[src/rtl/ws2812_rx.sv]
// WS2812 single-wire RZ receiver: decodes GRB pixels, flags frame gaps and errors, forwards the cascade.
// Events register 3 cycles after rz_in is first sampled low; no backpressure, outputs are one-cycle pulses.
module ws2812_rx #(
    parameter int T_MIN    = 8,
    parameter int T_THRESH = 30,
    parameter int T_MAXH   = 55,
    parameter int T_RESET  = 2500
) (
    input  logic        clk,
    input  logic        rst_n,
    input  logic        rz_in,
    output logic [23:0] rgb_data,
    output logic        rgb_valid,
    output logic [15:0] pix_cnt,
    output logic        frame_end,
    output logic        err,
    output logic        rz_out
);
    typedef enum logic [1:0] {IDLE, HIGH, LOW, ERR} state_t;

    state_t      state;
    logic        rz_m;
    logic        rz_s;
    logic        rz_d;
    logic [15:0] wcnt;
    logic [15:0] lcnt;
    logic [22:0] shift;
    logic [4:0]  bit_cnt;
    logic        fwd;
    logic        rise;
    logic        fall;
    logic        bit_val;
    logic        width_bad;
    logic        gap_done;

    assign rise      = rz_s & ~rz_d;
    assign fall      = ~rz_s & rz_d;
    assign bit_val   = (wcnt >= 16'(T_THRESH));
    assign width_bad = (wcnt < 16'(T_MIN)) || (wcnt > 16'(T_MAXH));
    assign gap_done  = (lcnt >= 16'(T_RESET - 1));
    assign rz_out    = fwd & rz_s;

    always_ff @(posedge clk or negedge rst_n) begin
        if (!rst_n) begin
            rz_m      <= 1'b0;
            rz_s      <= 1'b0;
            rz_d      <= 1'b0;
            state     <= IDLE;
            wcnt      <= '0;
            lcnt      <= '0;
            shift     <= '0;
            bit_cnt   <= '0;
            fwd       <= 1'b0;
            rgb_data  <= '0;
            rgb_valid <= 1'b0;
            pix_cnt   <= '0;
            frame_end <= 1'b0;
            err       <= 1'b0;
        end else begin
            rz_m      <= rz_in;
            rz_s      <= rz_m;
            rz_d      <= rz_s;
            rgb_valid <= 1'b0;
            frame_end <= 1'b0;
            err       <= 1'b0;
            case (state)
                IDLE: begin
                    if (rise) begin
                        state <= HIGH;
                        wcnt  <= 16'd1;
                    end
                end
                HIGH: begin
                    if (fall) begin
                        lcnt <= 16'd1;
                        if (width_bad) begin
                            err     <= 1'b1;
                            fwd     <= 1'b0;
                            bit_cnt <= '0;
                            state   <= ERR;
                        end else begin
                            state <= LOW;
                            if (bit_cnt == 5'd23) begin
                                rgb_data  <= {shift, bit_val};
                                rgb_valid <= 1'b1;
                                bit_cnt   <= '0;
                                if (pix_cnt != 16'hFFFF)
                                    pix_cnt <= pix_cnt + 16'd1;
                                if (pix_cnt == 16'd0)
                                    fwd <= 1'b1;
                            end else begin
                                shift   <= {shift[21:0], bit_val};
                                bit_cnt <= bit_cnt + 5'd1;
                            end
                        end
                    end else if (wcnt != 16'hFFFF) begin
                        wcnt <= wcnt + 16'd1;
                    end
                end
                LOW: begin
                    if (rise) begin
                        state <= HIGH;
                        wcnt  <= 16'd1;
                    end else if (gap_done) begin
                        // A gap mid-pixel is a truncated pixel, not a frame boundary.
                        if (bit_cnt == 5'd0)
                            frame_end <= 1'b1;
                        else
                            err <= 1'b1;
                        state   <= IDLE;
                        pix_cnt <= '0;
                        bit_cnt <= '0;
                        fwd     <= 1'b0;
                    end else begin
                        lcnt <= lcnt + 16'd1;
                    end
                end
                ERR: begin
                    if (rz_s) begin
                        lcnt <= '0;
                    end else if (gap_done) begin
                        state   <= IDLE;
                        pix_cnt <= '0;
                        bit_cnt <= '0;
                        fwd     <= 1'b0;
                    end else begin
                        lcnt <= lcnt + 16'd1;
                    end
                end
                default: state <= IDLE;
            endcase
        end
    end
endmodule
[config.mk]
export PLATFORM = sky130hd
export DESIGN_NAME = ws2812_rx
export DESIGN_NICKNAME = d
export VERILOG_FILES = /design/src/rtl/ws2812_rx.sv
export SDC_FILE = /design/constraint.sdc
export NUM_CORES = 1
export LEC_CHECK = 0
export CORE_AREA = 2 2 83 145
export CTS_BUF_LIST = sky130_fd_sc_hd__clkbuf_8
export DETAILED_ROUTE_END_ITERATION = 10
export DIE_AREA = 0 0 85 147
export GPL_ROUTABILITY_DRIVEN = 1
export GPL_TIMING_DRIVEN = 1
export PLACE_DENSITY = 0.73
export RECOVER_POWER = 100
export SYNTH_ARGS = -nofsm -noshare
export SYNTH_HDL_FRONTEND = slang
export SYNTH_SLANG_ARGS = --single-unit
[constraint.sdc]
create_clock -name clk -period 2.4 [get_ports clk]
set_input_delay 0.72 -clock clk [delete_from_list [all_inputs] [get_ports clk]]
set_output_delay 0.72 -clock clk [all_outputs]
set_load 0.05 [all_outputs]
**Word-level counts from Yosys, hierarchy flattened**

Index checks and enable logic that the tools add are counted.

- Equal/unequal tests: 18
- Reduce and logical (&&, ||, !) cells: 15
- Div/mod/pow operators: 0
- Muxes and demuxes: 53
- $lt $le $gt $ge: 4
- $add $sub $neg: 4
- Shift operators: 0
- Bitwise operators: 7
- Multiply operators: 0

Operator list:

| cell | number |
|---|---|
| 16-bit 2-to-1 mux | 14 |
| 16-bit case mux with 3 select lines | 2 |
| 16-bit by 1-bit adder with 16-bit output (second input constant) | 3 |
| 16-bit != test (second input constant) | 2 |
| 16-bit case mux with 2 select lines | 1 |
| 5-bit 2-to-1 mux | 6 |
| 1-bit 2-to-1 mux | 21 |
| 2-bit != test (second input constant) | 9 |
| 16-bit by 12-bit greater-or-equal comparator with 1-bit output (second input constant) | 1 |
| 16-bit by 5-bit greater-or-equal comparator with 1-bit output (second input constant) | 1 |
| 16-bit by 6-bit > comparator with 1-bit output (second input constant) | 1 |
| 16-bit logical NOT | 1 |
| 16-bit by 4-bit less-than comparator with 1-bit output (second input constant) | 1 |
| 4-bit AND reduction | 4 |
| 5-bit case mux with 3 select lines | 1 |
| 2-bit 2-to-1 mux | 5 |
| 2-bit case mux with 4 select lines | 1 |
| 7-bit AND reduction | 1 |
| 3-bit != test (second input constant) | 2 |
| 3-bit AND reduction | 2 |
| 6-bit AND reduction | 1 |
| 5-bit by 1-bit adder with 5-bit output (second input constant) | 1 |
| 5-bit equality test (second input constant) | 1 |
| 5-bit logical NOT | 1 |
| 12 further kinds | 18 |

- Memories: 0
- ROM bits: 0
- RAM bits: 0
- Bits of input ports: 3
- Bits in latches: 0
- Output and inout port bits: 44
- Register bits: 109

**Logic depth before layout (Yosys ltp)**

Gate-level depths: netlist (run 1).

- Word-level depth: 6
- Gate-level depth with buffers: 9
- Gate-level depth less buffers: 7

**Worst setup path before layout (run 1)**

OpenSTA, ideal clock, no wires.

- Path type: flip-flop to flip-flop
- Start: register pix_cnt[0]
- End: register pix_cnt[13]
- Path slack: 24 ps
- Path buffers: 1
- Arrival time: 2,256 ps
- Cell stages (with the launch flop): 8
- Library setup time: 120 ps
- Cells stage by stage: dfrtp_1 ha_1 nand3_1 nor3_1 a311o_2 buf_4 a21oi_1 a31o_2

- Cells in the longest elaborated chain, start to end: 6
- Elaborated cells between the ends (all ways): 9
- Classes of those cells: add/sub (1); eq/ne (2); mux (5); reduce/logical (1)

Ends and longest elaborated chain:

| element | line | RTL |
|---|---|---|
| start: declaration | 14 | `output logic [15:0] pix_cnt,` |
| start signal: assignment | 88 | `pix_cnt <= pix_cnt + 16'd1;` |
| 16-bit by 1-bit adder with 16-bit output | 88 |  |
| 16-bit 2-to-1 mux | 87 | `if (pix_cnt != 16'hFFFF)` |
| 16-bit 2-to-1 mux | 83 | `if (bit_cnt == 5'd23) begin` |
| 16-bit 2-to-1 mux | 76 | `if (width_bad) begin` |
| 16-bit 2-to-1 mux | 74 | `if (fall) begin` |
| 16-bit case mux with 3 select lines | 66 | `case (state)` |

Parallel ways exist; a longest one is shown, timed or not. The select of a mux whose other input is x is not followed.
A chain may end at the register's enable or synchronous reset.

**Worst setup path in the final report (run 1)**

- Start: register lcnt[0]
- End: register pix_cnt[4]

- Cells in the longest elaborated chain, start to end: 4
- Elaborated cells between the ends (all ways): 5
- Classes of those cells: order compare (1); mux (4)

Ends and longest elaborated chain:

| element | line | RTL |
|---|---|---|
| start: declaration | 26 | `logic [15:0] lcnt;` |
| start signal: assignment | 115 | `lcnt <= lcnt + 16'd1;` |
| start signal: assignment | 127 | `lcnt <= lcnt + 16'd1;` |
| 16-bit by 12-bit greater-or-equal comparator with 1-bit output (*) | 40 | `assign gap_done = (lcnt >= 16'(T_RESET - 1));` |
| 16-bit 2-to-1 mux (*) | n/a |  |
| 16-bit 2-to-1 mux (on tied branches) | n/a |  |
| 16-bit case mux with 3 select lines (*) | n/a |  |

Every way passes the cells marked *; elsewhere a longest branch is shown, timed or not. The select of a mux whose other input is x is not followed.

==> flow_metrics.tcl, run 1 <==
set metrics [dict create \
    synth-main-ff-cell "dfrtp_1" \
    antenna_found_initial 0 \
    ant_nets 0 \
    grt_pass1_vias 4316 \
    r2r_end "pix_cnt[4]$_DFFE_PN0P_" \
    seqCellArea_mm2 0.002729 \
    total_leakage_power_uw 0.003023 \
    io_buffers 46 \
    worstHoldPathType "register to register" \
    timing.rr.start "lcnt[0]$_DFFE_PN0P_" \
    root_buffer "clkbuf_8" \
    via_per_inst 6.152 \
    cts_tree "done" \
    nFillCells 927 \
    clk_path_buf_depth 2 \
    place_area_mm2 0.006345 \
    multiInputGateArea_mm2 0.002681 \
    cts_buffers 9 \
    drive_gt1_share_pct 21.92 \
    yosysSeqAreaShare_pct 49.19 \
    die_w_um 85 \
    slew_headroom_pct 29.06 \
    p_sw_share_pct 37.82 \
    grt_max_degree 45 \
    fmaxAchievable_ghz 0.4324 \
    cellPowerDensity_mw_per_mm2 718.5 \
    wl_per_cell_um 16.98 \
    syn-mean-instance-area_um2 10.98 \
    ys_async_sr_fraction_pct 100.0 \
    ys_ff_latch 109 \
    synth-edff-count 0 \
    timing.final.crit_share_pct 96.37 \
    p_seq_share_pct 43.2 \
    vias 4423 \
    final_cell_area_mm2 0.006581 \
    clock_skew_ps 15.27 \
    grt_pass1_wl_um 20510 \
    clk_latency_ps 390 \
    num_io_pins 47 \
    slowest_delay_ps 450 \
    p_sw_uw 1788 \
    syn_area_mm2 0.005545 \
    clkSlewWorstSetupHoldPaths_ps 100 \
    nNetsFinal 593 \
    cp_data_required_time_ps 2710 \
    synth_fp_nets 519 \
    clock-sinks 109 \
    path_class "register to register" \
    tightest_slew_ps 1064 \
    place_congestion 0.8949 \
    grt_usage_pct 20.18 \
    combPwrFrac_pct 33.8 \
    insertedDiodeCount 0 \
    synth_top_family_by_area "compound AO/OA/AOI/OAI gates" \
    cp.arrival_ps 2620 \
    dieHeight_um 147 \
    netlist.area_leader.share_pct 49.19 \
    synth.area.mux_share_pct 11.82 \
    dr.pass1.iters 5 \
    outcome "finished clean" \
    rrSetupSlack_ps 90 \
    initial_core_util_pct 48.70 \
    area_growth_pct 18.68 \
    critPathCaptureType "register" \
    hold_violations 0 \
    clock_power_share_pct 23.0 \
    routed_wl_um 12210 \
    ys_warn_count 0 \
    path_cells "ha_1 > or4_1 > o211a_1 > o21ai_4 > buf_4 > a221oi_1 > o2bb2ai_1" \
    power_uw 4729 \
    max-vdd-ir-drop_uv 431.8 \
    synth-compound-area-share_pct 16.56 \
    startpoint "lcnt[0]$_DFFE_PN0P_" \
    tns_ps 0 \
    synth-simple-area-share_pct 16.40 \
    p_int_uw 2941 \
    synthCells 505 \
    ctsHoldBuffers 0 \
    yosysUniqueCellTypes 73 \
    drtIter0Drc 295 \
    slew_violations 0 \
    startpoint_type "register" \
    path_max_fanout 11 \
    synth_top_area_cell "dfrtp_1" \
    synth_adder_area_share_pct 2.482 \
    num_rows 52 \
    die_area_mm2 0.01250 \
    finalSetupViolations 0 \
    slowest_stage "or4_1" \
    grt_overflow 0 \
    rr_worst_depth 7 \
    period_needed_ps 2313 \
    core_mm2 0.01139 \
    synth_area_leaders "dfrtp_1 (49%), mux2_2 (5.5%), mux2_4 (5.4%), o21ai_0 (3.8%), nand3_1 (2.5%)" \
    drc 0 \
    dp_hpwl_um 8879 \
    synthXorXnorAreaFrac_pct 0.1579 \
    endpoint "pix_cnt[4]$_DFFE_PN0P_" \
    drv_cap 0 \
    fin_hold_ws_ps 355.8 \
    cts_max_level 3 \
]
power by group through the flow:
stage                     clock network [µW]  logic [µW]  registers (µW)
after global placement                     0        1430            2070
final                                   1090        1600            2040
after global routing                    1200        1750            2060
after CTS                               1120        1480            2040
after floorplan                            0        1000            2080
after detailed placement                   0        1480            2080
cells by family after synthesis:
kind of cell,Yosys count
AOI/OAI and AO/OA,132
xor gates and xnor gates,1
muxes,52
and+or+nand+nor,162
buffers and inverters,38
adders and majority gates,11
DFF,109
state kept, by name, indices dropped and copies added (netlist names), 2 cells and up:
register / cells
shift: 23
rgb_data: 24
bit_cnt: 5
pix_cnt: 16
wcnt: 16
lcnt: 16
state: 2
routing by layer:
metal  track usage (%)  wire length (µm)
met5                 0                 0
met4             10.08               500
met3             4.213               424
met2             35.12              6445
met1             23.07              4840
through the flow:
| step | worst slack, ps | cells | utilization [%] |
|---|---|---|---|
| 2_1_floorplan | 23.68 | 505 | - |
| 3_3_place_gp | 77.26 | 699 | 55.73 |
| 3_5_place_dp | -24.06 | 699 | 55.73 |
| 4_1_cts | 8.897 | 715 | 57.30 |
| 5_1_grt | -26.91 | 719 | 57.80 |
| 6_report | 87.21 | 719 | 57.80 |
worst min path at each step:
stage	startpoint	endpoint	cells past startpoint	slack [ps]
after global routing	rz_m$_DFF_PN0_	rz_s$_DFF_PN0_	0	380
after CTS	rst_n	bit_cnt[3]$_DFFE_PN0P_	1	180
final	rz_m$_DFF_PN0_	rz_s$_DFF_PN0_	0	360
after floorplan	rz_m$_DFF_PN0_	rz_s$_DFF_PN0_	0	330
after global placement	rz_m$_DFF_PN0_	rz_s$_DFF_PN0_	0	340
after detailed placement	rz_m$_DFF_PN0_	rz_s$_DFF_PN0_	0	340
worst max-delay path: cells and delay by family (launching register included):
kind / cells / cell delay, ps
DFF: 1 / 430
AOI/OAI and AO/OA: 4 / 890
and+or+nand+nor: 1 / 450
buffers and inverters: 1 / 220
adders and majority gates: 1 / 240
cell usage after synthesis (all sizes together) (4+ instances only):
library cell	count
inv	19
buf	10
a221oi	5
nor3	10
clkbuf	9
o31ai	10
o22ai	4
a22o	4
a21oi	17
a31oi	7
nand3	29
nor2	27
o41ai	5
and2	9
ha	11
dfrtp	109
o21ai	44
nand4	10
nand2	26
o211ai	4
nor4	10
or3	11
a211oi	5
nand2b	6
and3	6
mux2	48
mux2i	4
repair_timing:
action                                  CTS  global route
resized for setup                        12            11
gates cloned                              0             0
setup buffers                             0             4
endpoints found under the setup margin   12            20
pin swaps                                 0             3
layout make-up:
cell class | instances | area share [%]
repair buffers | 82 | 11.24
flip-flops and latches | 109 | 41.46
clock inverters | 6 | 0.8175
clock buffers | 10 | 2.091
multi-input cells | 358 | 40.74
well taps | 135 | 2.567
inverters | 19 | 1.084
cell usage in the layout, fill, tap and decap left out, drive strengths merged, types with 3 or more instances in the layout:
| cell | instances |
|---|---|
| dfrtp | 109 |
| mux2 | 48 |
| o21ai | 44 |
| buf | 36 |
| nand3 | 29 |
| nor2 | 27 |
| clkdlybuf4s50 | 27 |
| nand2 | 26 |
| inv | 22 |
| a21oi | 17 |
| clkbuf | 14 |
| or3 | 11 |
| dlygate4sd2 | 11 |
| ha | 11 |
| o31ai | 10 |
| nand4 | 10 |
| nor3 | 10 |
| nor4 | 10 |
| and2 | 9 |
| a31oi | 7 |
| nand2b | 6 |
| and3 | 6 |
| a221oi | 5 |
| o41ai | 5 |
| a211oi | 5 |
| mux2i | 4 |
| a22o | 4 |
| o22ai | 4 |
| o211ai | 4 |
| or4 | 3 |
| dlymetal6s2s | 3 |
| or2 | 3 |
| a221o | 3 |
| clkinv | 3 |
Note: power is estimated with default switching activity, not from simulation.
==> run 2, diff against run 1 <==
--- a/config.mk
+++ b/config.mk
@@ -10,7 +10,7 @@
 export DETAILED_ROUTE_END_ITERATION = 10
 export DIE_AREA = 0 0 85 147
 export GPL_ROUTABILITY_DRIVEN = 1
-export GPL_TIMING_DRIVEN = 1
+export GPL_TIMING_DRIVEN = 0
 export PLACE_DENSITY = 0.73
 export RECOVER_POWER = 100
 export SYNTH_ARGS = -nofsm -noshare
==> run 2 against run 1 <==
Total power is 0.41% lower. Clock skew down 4.1 ps. Clock power grew 4%. First-iteration DRC count up 0.34%. Global-route usage rose by 0.57 points. Combinational power is 4% lower. Maximum frequency fell by 0.85%. Critical path depth increased by 2. Critical path type unchanged. Critical endpoint is now pix_cnt[3]$_DFFE_PN0P_. Largest cell class is now multi-input combinational cells. Highest routed layer unchanged.
==> flow_metrics.tcl, run 2 (same netlist as run 1, synthesis figures left out) <==
set metrics [dict create \
    outcome "finished clean" \
    finalSetupViolations 0 \
    period_needed_ps 2333 \
    cts_buffers 9 \
    initial_core_util_pct 48.70 \
    io_buffers 46 \
    die_w_um 85 \
    grt_pass1_vias 4459 \
    dieHeight_um 147 \
    place_area_mm2 0.006200 \
    tightest_slew_ps 1280 \
    p_seq_share_pct 43.6 \
    fin_util_pct 57.86 \
    root_buffer "clkbuf_8" \
    nNetsFinal 589 \
    vias 4378 \
    combPwrFrac_pct 32.4 \
    startpoint_type "register" \
    critPathCaptureType "register" \
    core_mm2 0.01139 \
    drc 0 \
    nFillCells 986 \
    clkSlewWorstSetupHoldPaths_ps 100 \
    clock-sinks 109 \
    p_sw_uw 1749 \
    max-vdd-ir-drop_uv 472.8 \
    grt_pass1_wl_um 21290 \
    clock_power_share_pct 23.9 \
    reg_top3 "rgb_data: 24 flops, shift: 23 flops" \
    wl_per_cell_um 17.43 \
    slew_headroom_pct 14.69 \
    dr.pass1.iters 5 \
    final_cell_mix "dfrtp_1 (106), o21ai_0 (40), clkdlybuf4s50_1 (28)" \
    slew_violations 0 \
    fmaxAchievable_ghz 0.4287 \
    worstHoldPathType "register to register" \
    insertedDiodeCount 0 \
    timing.final.crit_share_pct 97.20 \
    clock_skew_ps 11.16 \
    drive_gt1_share_pct 22.41 \
    multiInputGateArea_mm2 0.002751 \
    seqCellArea_mm2 0.002731 \
    grt_usage_pct 20.75 \
    top_register "rgb_data" \
    place_congestion 0.8398 \
    cp.arrival_ps 2600 \
    num_rows 52 \
    die_area_mm2 0.01250 \
    drv_cap 0 \
    p_int_uw 2961 \
    area_growth_pct 18.80 \
    cts_max_level 3 \
    final_cell_area_mm2 0.006588 \
    cts_tree "done" \
    path_max_fanout 10 \
    grt_max_degree 61 \
    grt_overflow 0 \
    hold_violations 0 \
    rsz0062_at_grt "true" \
    p_sw_share_pct 37.14 \
    final_common_cell "dfrtp_1" \
    antenna_found_initial 0 \
    drtIter0Drc 296 \
    total_leakage_power_uw 0.002964 \
    path_class "register to register" \
    via_per_inst 6.123 \
    largest_reg_flops 24 \
    rrSetupSlack_ps 70 \
    routed_wl_um 12460 \
    num_io_pins 47 \
    cp_data_required_time_ps 2670 \
    clk_path_buf_depth 2 \
    ant_nets 0 \
    tns_ps 0 \
    cellPowerDensity_mw_per_mm2 714.9 \
    dp_hpwl_um 8887 \
    clk_latency_ps 370 \
]
run 2: cell count changes in the layout (fill, tap and decap cells not counted), sizes merged:
cell           delta
dlymetal6s2s      -3
clkdlybuf4s50     +1
bufinv            +1
clkdlybuf4s15     +1
buf              -12
clkinvlp          +1
inv               +1
dlygate4sd2       -1
clkbuf           +10
clkinv            -3
run 2: worst max-delay path, stage by stage, from the launching register on:
cell	delay [ps]
dfrtp_2	470
inv_1	100
ha_1	160
buf_2	200
nor2_2	110
o311ai_4	360
o21a_1	180
clkbuf_4	200
o21ai_1	130
a211o_1	320
run 2: worst paths after layout:
check                                          to  depth (start not counted)            startpoint
max                        pix_cnt[3]$_DFFE_PN0P_                          9  state[0]$_DFFE_PN0P_
min                                rz_s$_DFF_PN0_                          0        rz_m$_DFF_PN0_
max reg2reg                pix_cnt[3]$_DFFE_PN0P_                          9  state[0]$_DFFE_PN0P_
min reg2reg                        rz_s$_DFF_PN0_                          0        rz_m$_DFF_PN0_
max in group asynchronous    state[1]$_DFFE_PN0P_                          2                 rst_n
min in group asynchronous   shift[17]$_DFFE_PN0P_                          1                 rst_n
run 2: cell type report:
| class | count | area share (%) |
|---|---|---|
| inverters | 19 | 1.083 |
| clock inverters | 6 | 0.9497 |
| multi-input cells | 358 | 41.77 |
| clock buffers | 10 | 2.089 |
| repair buffers | 60 | 8.148 |
| plain buffers | 18 | 1.937 |
| well taps | 135 | 2.564 |
| flip-flops and latches | 109 | 41.46 |
run 2: metal layers:
| layer | global-route usage [%] | part of all wire, % |
|---|---|---|
| met5 | 0 | 0 |
| met4 | 8.810 | 2.3 |
| met3 | 4.101 | 3.2 |
| met2 | 37.19 | 56 |
| met1 | 23.58 | 39 |
run 2: what timing repair did:
action	4_1_cts	5_1_grt
gates resized for setup	28	28
pin swaps	4	8
hold buffers	0	0
cloned	0	0
hold endpoints to repair	0	0
buffers inserted	5	8
setup endpoints to repair	76	69
run 2: power groups by stage:
stage / clock, µW / sequential (µW) / combinational (µW)
3_3_place_gp: 0 / 2080 / 1380
5_1_grt: 1230 / 2080 / 1690
4_1_cts: 1160 / 2050 / 1470
3_5_place_dp: 0 / 2090 / 1420
6_report: 1130 / 2050 / 1530
2_1_floorplan: 0 / 2080 / 1000
run 2: through the flow:
stage,hold WS [ps],std cells,setup slack (ps),total power (µW)
final,357.1,715,67.29,4710
after global routing,369.7,715,-87.44,5002
after detailed placement,335.5,687,-300.8,3503
after global placement,336.2,686,-3459,3455
after floorplan,331.2,505,23.68,3081
after CTS,358.6,708,5.796,4687
